### src/rtl/otter_cu_fsm_if.sv
// rtl/otter_cu_fsm_if.sv - control-unit bus: decode inputs from the datapath, control strobes back to it
interface otter_cu_fsm_if;
  logic [6:0] opcode;
  logic       intr;
  logic       mem_valid;
  logic       pc_write;
  logic       reg_write;
  logic [1:0] rf_wr_sel;
  logic       mem_rden1;
  logic       mem_rden2;
  logic       mem_we2;
  logic       int_taken;
  logic       load_err;
  logic       ill_op;

  modport master (
    input  opcode, intr, mem_valid,
    output pc_write, reg_write, rf_wr_sel, mem_rden1, mem_rden2, mem_we2,
           int_taken, load_err, ill_op
  );

  modport slave (
    output opcode, intr, mem_valid,
    input  pc_write, reg_write, rf_wr_sel, mem_rden1, mem_rden2, mem_we2,
           int_taken, load_err, ill_op
  );
endinterface

### src/rtl/otter_cu_fsm.sv
// rtl/otter_cu_fsm.sv - OTTER multicycle control FSM (FETCH/EXEC/WAIT_LD, INTR when OTTER_CU_INTR_EN)
module otter_cu_fsm #(
  parameter int unsigned LOAD_TIMEOUT = 15
) (
  input logic            CLK,
  input logic            RST_N,
  otter_cu_fsm_if.master cu
);

  localparam logic [6:0] OP_OP     = 7'b0110011;
  localparam logic [6:0] OP_IMM    = 7'b0010011;
  localparam logic [6:0] OP_LUI    = 7'b0110111;
  localparam logic [6:0] OP_AUIPC  = 7'b0010111;
  localparam logic [6:0] OP_JAL    = 7'b1101111;
  localparam logic [6:0] OP_JALR   = 7'b1100111;
  localparam logic [6:0] OP_BRANCH = 7'b1100011;
  localparam logic [6:0] OP_STORE  = 7'b0100011;
  localparam logic [6:0] OP_SYSTEM = 7'b1110011;
  localparam logic [6:0] OP_LOAD   = 7'b0000011;

  localparam logic [7:0] TIMEOUT_LAST = 8'(LOAD_TIMEOUT - 1);

`ifdef OTTER_CU_INTR_EN
  typedef enum logic [1:0] {FETCH, EXEC, WAIT_LD, INTR} state_t;
`else
  typedef enum logic [1:0] {FETCH, EXEC, WAIT_LD} state_t;
`endif

  state_t     state;
  state_t     done_next;
  logic [7:0] ld_cnt;
  logic       is_load;
  logic       ld_timeout;
  logic       intr_req;

`ifdef OTTER_CU_INTR_EN
  assign intr_req = cu.intr;
`else
  logic unused_intr;
  assign unused_intr = cu.intr;
  assign intr_req    = 1'b0;
`endif

  // mem_valid beats the timeout when both land in the same cycle
  assign is_load    = (cu.opcode == OP_LOAD);
  assign ld_timeout = !cu.mem_valid && (ld_cnt == TIMEOUT_LAST);

  always_comb begin
    done_next = FETCH;
`ifdef OTTER_CU_INTR_EN
    if (intr_req) done_next = INTR;
`endif
  end

  always_ff @(posedge CLK or negedge RST_N) begin
    if (!RST_N) begin
      state  <= FETCH;
      ld_cnt <= '0;
    end else begin
      case (state)
        FETCH: state <= EXEC;
        EXEC: begin
          if (is_load) begin
            ld_cnt <= '0;
            state  <= WAIT_LD;
          end else begin
            state <= done_next;
          end
        end
        WAIT_LD: begin
          if (cu.mem_valid || ld_timeout) state <= done_next;
          else                            ld_cnt <= ld_cnt + 8'd1;
        end
`ifdef OTTER_CU_INTR_EN
        INTR: state <= FETCH;
`endif
        default: state <= FETCH;
      endcase
    end
  end

  // Strobes are gated by RST_N so they drop the instant reset asserts
  always_comb begin
    cu.pc_write  = 1'b0;
    cu.reg_write = 1'b0;
    cu.rf_wr_sel = 2'b00;
    cu.mem_rden1 = 1'b0;
    cu.mem_rden2 = 1'b0;
    cu.mem_we2   = 1'b0;
    cu.int_taken = 1'b0;
    cu.load_err  = 1'b0;
    cu.ill_op    = 1'b0;
    if (RST_N) begin
      case (state)
        FETCH: cu.mem_rden1 = 1'b1;
        EXEC: begin
          case (cu.opcode)
            OP_OP, OP_IMM, OP_LUI, OP_AUIPC: begin
              cu.reg_write = 1'b1;
              cu.rf_wr_sel = 2'b11;
              cu.pc_write  = 1'b1;
            end
            OP_JAL, OP_JALR: begin
              cu.reg_write = 1'b1;
              cu.rf_wr_sel = 2'b00;
              cu.pc_write  = 1'b1;
            end
            OP_BRANCH: cu.pc_write = 1'b1;
            OP_STORE: begin
              cu.mem_we2  = 1'b1;
              cu.pc_write = 1'b1;
            end
            OP_SYSTEM: begin
              cu.reg_write = 1'b1;
              cu.rf_wr_sel = 2'b01;
              cu.pc_write  = 1'b1;
            end
            OP_LOAD: cu.mem_rden2 = 1'b1;
            default: begin
              cu.ill_op   = 1'b1;
              cu.pc_write = 1'b1;
            end
          endcase
        end
        WAIT_LD: begin
          if (cu.mem_valid) begin
            cu.reg_write = 1'b1;
            cu.rf_wr_sel = 2'b10;
            cu.pc_write  = 1'b1;
          end else if (ld_timeout) begin
            cu.load_err = 1'b1;
            cu.pc_write = 1'b1;
          end
        end
`ifdef OTTER_CU_INTR_EN
        INTR: begin
          cu.int_taken = 1'b1;
          cu.pc_write  = 1'b1;
        end
`endif
        default: ;
      endcase
    end
  end

endmodule
### src/flat_wrapper.sv
// flat-port wrapper written by rule: the top's interface ports become plain ports
module otter_cu_fsm_flat 
#(
  parameter int unsigned LOAD_TIMEOUT = 15
)
  (CLK, RST_N, cu_opcode, cu_intr, cu_mem_valid, cu_pc_write, cu_reg_write, cu_rf_wr_sel, cu_mem_rden1, cu_mem_rden2, cu_mem_we2, cu_int_taken, cu_load_err, cu_ill_op);
  otter_cu_fsm_if cu_i ();
  input logic CLK;
  input logic RST_N;
  input wire logic [$bits(cu_i.opcode)-1:0] cu_opcode;
  input wire logic [$bits(cu_i.intr)-1:0] cu_intr;
  input wire logic [$bits(cu_i.mem_valid)-1:0] cu_mem_valid;
  output wire logic [$bits(cu_i.pc_write)-1:0] cu_pc_write;
  output wire logic [$bits(cu_i.reg_write)-1:0] cu_reg_write;
  output wire logic [$bits(cu_i.rf_wr_sel)-1:0] cu_rf_wr_sel;
  output wire logic [$bits(cu_i.mem_rden1)-1:0] cu_mem_rden1;
  output wire logic [$bits(cu_i.mem_rden2)-1:0] cu_mem_rden2;
  output wire logic [$bits(cu_i.mem_we2)-1:0] cu_mem_we2;
  output wire logic [$bits(cu_i.int_taken)-1:0] cu_int_taken;
  output wire logic [$bits(cu_i.load_err)-1:0] cu_load_err;
  output wire logic [$bits(cu_i.ill_op)-1:0] cu_ill_op;
  assign cu_i.opcode = cu_opcode;
  assign cu_i.intr = cu_intr;
  assign cu_i.mem_valid = cu_mem_valid;
  assign cu_pc_write = cu_i.pc_write;
  assign cu_reg_write = cu_i.reg_write;
  assign cu_rf_wr_sel = cu_i.rf_wr_sel;
  assign cu_mem_rden1 = cu_i.mem_rden1;
  assign cu_mem_rden2 = cu_i.mem_rden2;
  assign cu_mem_we2 = cu_i.mem_we2;
  assign cu_int_taken = cu_i.int_taken;
  assign cu_load_err = cu_i.load_err;
  assign cu_ill_op = cu_i.ill_op;
  otter_cu_fsm #(.LOAD_TIMEOUT(LOAD_TIMEOUT)) u_core (.CLK(CLK), .RST_N(RST_N), .cu(cu_i));
endmodule
### config.mk
export PLATFORM = sky130hd
export DESIGN_NAME = otter_cu_fsm_flat
export DESIGN_NICKNAME = d
export VERILOG_FILES = /design/src/rtl/otter_cu_fsm_if.sv /design/src/rtl/otter_cu_fsm.sv /design/src/flat_wrapper.sv
export SDC_FILE = /design/constraint.sdc
export NUM_CORES = 1
export LEC_CHECK = 0
export CAP_MARGIN = 20
export CORE_AREA = 2 2 46 48
export CTS_CLUSTER_SIZE = 30
export DETAILED_ROUTE_END_ITERATION = 8
export DIE_AREA = 0 0 48 50
export HOLD_SLACK_MARGIN = 0.12
export PLACE_DENSITY = 0.84
export SLEW_MARGIN = 10
export SYNTH_ARGS = -nofsm -noshare
export SYNTH_HDL_FRONTEND = slang
export SYNTH_SLANG_ARGS = --single-unit
### constraint.sdc
create_clock -name CLK -period 2.41 [get_ports CLK]
set_input_delay 0.6025 -clock CLK [delete_from_list [all_inputs] [get_ports CLK]]
set_output_delay 0.6025 -clock CLK [all_outputs]
set_load 0.01 [all_outputs]
* Word level (Yosys, flattened, before mapping)
Cells that the tools add are included.
Storage, ports and cells: register bits 10, input bits 11, logic and storage cells 61, output and inout bits 10
Cells by class: reduce and logical (&&, ||, !) cells 9, equality and inequality tests 16, add/sub/neg operators 1, mux-type cells 33
Operator list (number):
- == test 7 bit (second input constant) | 4
- == test 7 x 6 -> 1 bit (second input constant) | 3
- two-way mux 1 bit | 21
- two-way mux 8 bit | 2
- case mux 8 bit (2 select lines) | 1
- == test 7 x 5 -> 1 bit (second input constant) | 2
- OR reduction 10 bit | 1
- adder 8 x 1 -> 8 bit (second input constant) | 1
- == test 8 x 4 -> 1 bit (second input constant) | 1
- two-way mux 2 bit | 4
- case mux 2 bit (2 select lines) | 2
- == test 7 x 2 -> 1 bit (second input constant) | 1
- OR reduction 7 bit | 1
- case mux 2 bit (3 select lines) | 1
- inequality test 2 x 1 -> 1 bit (second input constant) | 2
- case mux 1 bit (2 select lines) | 2
- OR reduction 4 bit | 1
- AND reduction 3 bit | 1
- == test 2 x 1 -> 1 bit (second input constant) | 1
- == test 2 bit (second input constant) | 1
- zero test 2 bit | 1
- inequality test 2 bit (second input constant) | 1
- nonzero test 2 bit | 1
- logical AND 1 bit | 1
- 2 further kinds | 2

* Longest topological paths before layout
word-level depth 6, gate-level depth with buffers 7, gate-level depth less buffers 6

* Worst setup path before layout
No wires, ideal clock.
path type register to output, start point register u_core.ld_cnt[0], end point output cu_pc_write, slack 323 ps, arrival time 1484 ps, stages on the path, launching flop included 7, required time 1808 ps, cell sequence dfrtp_1 -> inv_1 -> ha_1 -> or4b_4 -> o21ai_2 -> a22oi_1 -> nor2_1
On the way: cells in the longest elaborated chain, start to end 6
RTL lines:
- start, declared | line otter_cu_fsm.sv:31 | logic [7:0] ld_cnt;
- start signal, assigned | line otter_cu_fsm.sv:72 | else ld_cnt <= ld_cnt + 8'd1;
- == test 8 x 4 -> 1 bit | line otter_cu_fsm.sv:46 | assign ld_timeout = !cu.mem_valid && (ld_cnt == TIMEOUT_LAST);
- logical AND 1 bit | line otter_cu_fsm.sv:46
- two-way mux 1 bit | line otter_cu_fsm.sv:130 | end else if (ld_timeout) begin
- two-way mux 1 bit | line otter_cu_fsm.sv:126 | if (cu.mem_valid) begin
- case mux 1 bit (2 select lines) | line otter_cu_fsm.sv:94 | case (state)
- two-way mux 1 bit | line otter_cu_fsm.sv:93 | if (RST_N) begin
- end, declared | line flat_wrapper.sv:13 | output wire logic [$bits(cu_i.pc_write)-1:0] cu_pc_write;
No other way between the ends.

* Worst setup path in the final report
start point register u_core.ld_cnt[0], end point output cu_load_err
On the way: cells in the longest elaborated chain, start to end 6
RTL lines:
- == test 8 x 4 -> 1 bit | line otter_cu_fsm.sv:46
- logical AND 1 bit | line otter_cu_fsm.sv:46
- two-way mux 1 bit | line otter_cu_fsm.sv:130
- two-way mux 1 bit | line otter_cu_fsm.sv:126
- two-way mux 1 bit | line otter_cu_fsm.sv:94
- two-way mux 1 bit | line otter_cu_fsm.sv:93
- end, declared | line flat_wrapper.sv:20 | output wire logic [$bits(cu_i.load_err)-1:0] cu_load_err;
No other way between the ends.

==> impl_metrics.yaml <==
status:
  status: "finished, violations left"
  violations: "setup timing"
clock_tree:
  insertion_delay_ns: 0.28
  h-tree-depth: 1
  clkTransAtPathRegs_ns: 0.07
  cts_buffer_depth: 2
  clock_sinks: 10
  numCtsBuffers: 3
  cts_tree: "built"
  cts-root-buf: "clkbuf_4"
logic_synthesis:
  synthTopCellsByArea: "dfrtp_1 (29%), ha_1 (7.3%), nand2_1 (5.7%)"
  synth_top_flop_cell: "dfrtp_1"
  yosysWarnings: 0
  yosys.area.top_type: "dfrtp_1"
  synth_cell_types: 39
  synth_seq_cells: 10
  yosysSeqAreaShare_pct: 29.2
  synth_edf_count: 0
  synth_top_area_share_pct: 29.2
  async_flop_share_pct: 100
  synth.avg_cell_area_sq_um: 8.39
  yosysMostFrequentCell: "nand2_1"
  netlist_instances: 102
  synth_common_cells: "nand2_1 (13), dfrtp_1 (10), nand3_1 (8), inv_1 (6)"
  syn-num-nets: 118
  syn-cell-area_sq_um: 856
power_and_ir_drop:
  leakagePower_nw: 0.644
  swShare_pct: 32.5
  finalPower_uw: 459
  p_per_area_mw_per_mm2: 342
  comb_power_share_pct: 34.8
  pwr-share-clk_pct: 27.3
  ir_drop_mv: 0.300
  p_switching_uw: 149
  seq_power_share_pct: 37.9
  intPower_uw: 310
route:
  drtAntennaViolNets: 0
  vias: 1023
  post_drt_wl_per_cell_microns: 15.0
  drc: 0
  firstDrtPassIters: 4
  drtIter0Drc: 29
  via_per_inst: 5.78
  wl_microns: 2650
critical_path:
  crit_fanout: 3
  critical_path.startpoint: "u_core.ld_cnt[0]$_DFFE_PN0P_"
  cp-end-kind: "output pin"
  worstPathArrival_ns: 1.84
  r2r_start: "u_core.state[0]$_DFFE_PN0P_"
  crit_type: "register to output pin"
  worst_setup_path_start_kind: "register"
  ff2ff_path_depth: 8
  r2r-end: "u_core.ld_cnt[5]$_DFFE_PN0P_"
  cp-endpoint: "cu_load_err"
  required_ns: 1.81
  reg2reg_slack_ns: 0.39
min_path:
  min_path_type: "input port to asynchronous set/reset pin"
grt:
  grt_pass1_wl_microns: 4300
  antenna_found_initial: 0
  grt_overflow: 0
  first_global_vias: 988
  grt_usage_pct: 25.4
  grt_max_degree: 12
placed_design:
  dp_cells: 172
  pre_cts_slack_ns: -0.615
  dp_hpwl_microns: 2000
  gp_congestion: 0.974
  port_buffers: 18
sta:
  fin_crit_sh_pct: 101
  slew_violations: 0
  setup_viol: 2
  hold_viol: 0
  fin_skew_ns: 0.00179
  finalWorstSetupSlack_ns: -0.0304
  fmax_mhz: 410
  finalCriticalPeriod_ns: 2.44
  rsz0062_at_grt: "true"
  hold_ws_ns: 0.454
die:
  num_rows: 16
  num_io_pins: 21
  die_x_microns: 48
  dieArea_sq_mm: 0.00240
  core_area_sq_mm: 0.00190
  start_util_pct: 45.0
  die_h_microns: 50
layout:
  nNetsFinal: 168
  syn_to_final_growth_pct: 56.7
  num_antenna_cells: 0
  final_util_pct: 70.5
  seqCellArea_sq_um: 250
  fill_cells: 147
  multi_input_area_sq_um: 633
  final_cells: 177
  post_route_cells_drive_above_1_share_pct: 37.3
job:
  cap_violations: 0
## worst max-delay path, stage by stage, from the launching register on
cell	delay (ns)
dfrtp_1	0.39
inv_2	0.08
ha_4	0.12
or4b_4	0.50
nor2_4	0.13
and4_1	0.20
buf_2	0.13
## kinds of logic (layout without fill, tap and decap cells)
family | Yosys count | after routing | synth area share [%]
buffers and inverters | 10 | 58 | 5.26
and+or+nand+nor | 50 | 50 | 36.0
other | 1 | 1 | 0.438
adders and majority gates | 5 | 5 | 7.31
AOI/OAI and AO/OA | 26 | 26 | 21.8
DFF | 10 | 10 | 29.2
## final cells by class
| class | count | area share (%) |
|---|---|---|
| multi-input combinational | 82 | 47.2 |
| timing repair buffer | 49 | 28.3 |
| sequential | 10 | 18.7 |
| tap | 27 | 2.52 |
| clock buffer | 3 | 1.68 |
| inverter | 6 | 1.68 |
## layer usage
layer | vias up | global-route usage [%] | wire (microns)
met1 | 485 | 27.8 | 979
li1 | 480 | - | -
met4 | 0 | 10.4 | 58
met5 | - | 0 | 0
met2 | 49 | 45.8 | 1420
met3 | 9 | 3.66 | 189
## power by group through the flow
stage	Sequential, mW	Clock, mW	Combinational (mW)
CTS	0.174	0.123	0.158
global placement	0.177	0	0.148
global route	0.174	0.132	0.175
floorplan	0.177	0	0.0625
finish	0.174	0.125	0.159
detailed placement	0.177	0	0.156
## metrics by stage
step           TNS, ns  area [sq um]
5_1_grt         -0.192          1340
3_5_place_dp     -4.19          1260
6_report       -0.0473          1340
3_3_place_gp     -3.86          1260
4_1_cts         -0.101          1330
2_1_floorplan        0           856
## worst min-delay path by stage
stage                                               to  slack (ns)
after floorplan           u_core.ld_cnt[0]$_DFFE_PN0P_        0.31
after global placement    u_core.ld_cnt[6]$_DFFE_PN0P_        0.48
after detailed placement  u_core.ld_cnt[6]$_DFFE_PN0P_        0.49
after CTS                  u_core.state[0]$_DFFE_PN0P_        0.43
after global routing       u_core.state[1]$_DFFE_PN0P_        0.45
final                      u_core.state[0]$_DFFE_PN0P_        0.45
## sequential cells by signal (all words and copies together), names as in the netlist
register and flops:
u_core.ld_cnt 8, u_core.state 2
## layout by cell type (no fill, tap or decap), types with 2 or more instances in the layout
| cell | count |
|---|---|
| dfrtp_1 | 10 |
| dlymetal6s2s_1 | 2 |
| or4_1 | 3 |
| nand4_1 | 3 |
| dlygate4sd2_1 | 6 |
| and2_1 | 2 |
| nand3_1 | 8 |
| o21ai_1 | 2 |
| clkdlybuf4s50_1 | 2 |
| nand4b_1 | 2 |
| nand2_1 | 12 |
| o211ai_1 | 3 |
| a211o_1 | 2 |
| buf_4 | 30 |
| inv_1 | 5 |
| clkbuf_4 | 3 |
| o41ai_1 | 2 |
| ha_1 | 4 |
| and4_1 | 2 |
| o21ai_0 | 4 |
| a21oi_1 | 4 |
| nor2_1 | 2 |
| buf_2 | 7 |
## repair_timing
action	in CTS	in global routing
gates cloned	0	0
hold buffers	0	0
pin swaps	9	4
setup buffers	2	0
resized for setup	52	3
endpoints found under the setup margin	9	4
Note: power is estimated with default switching activity, not from simulation.
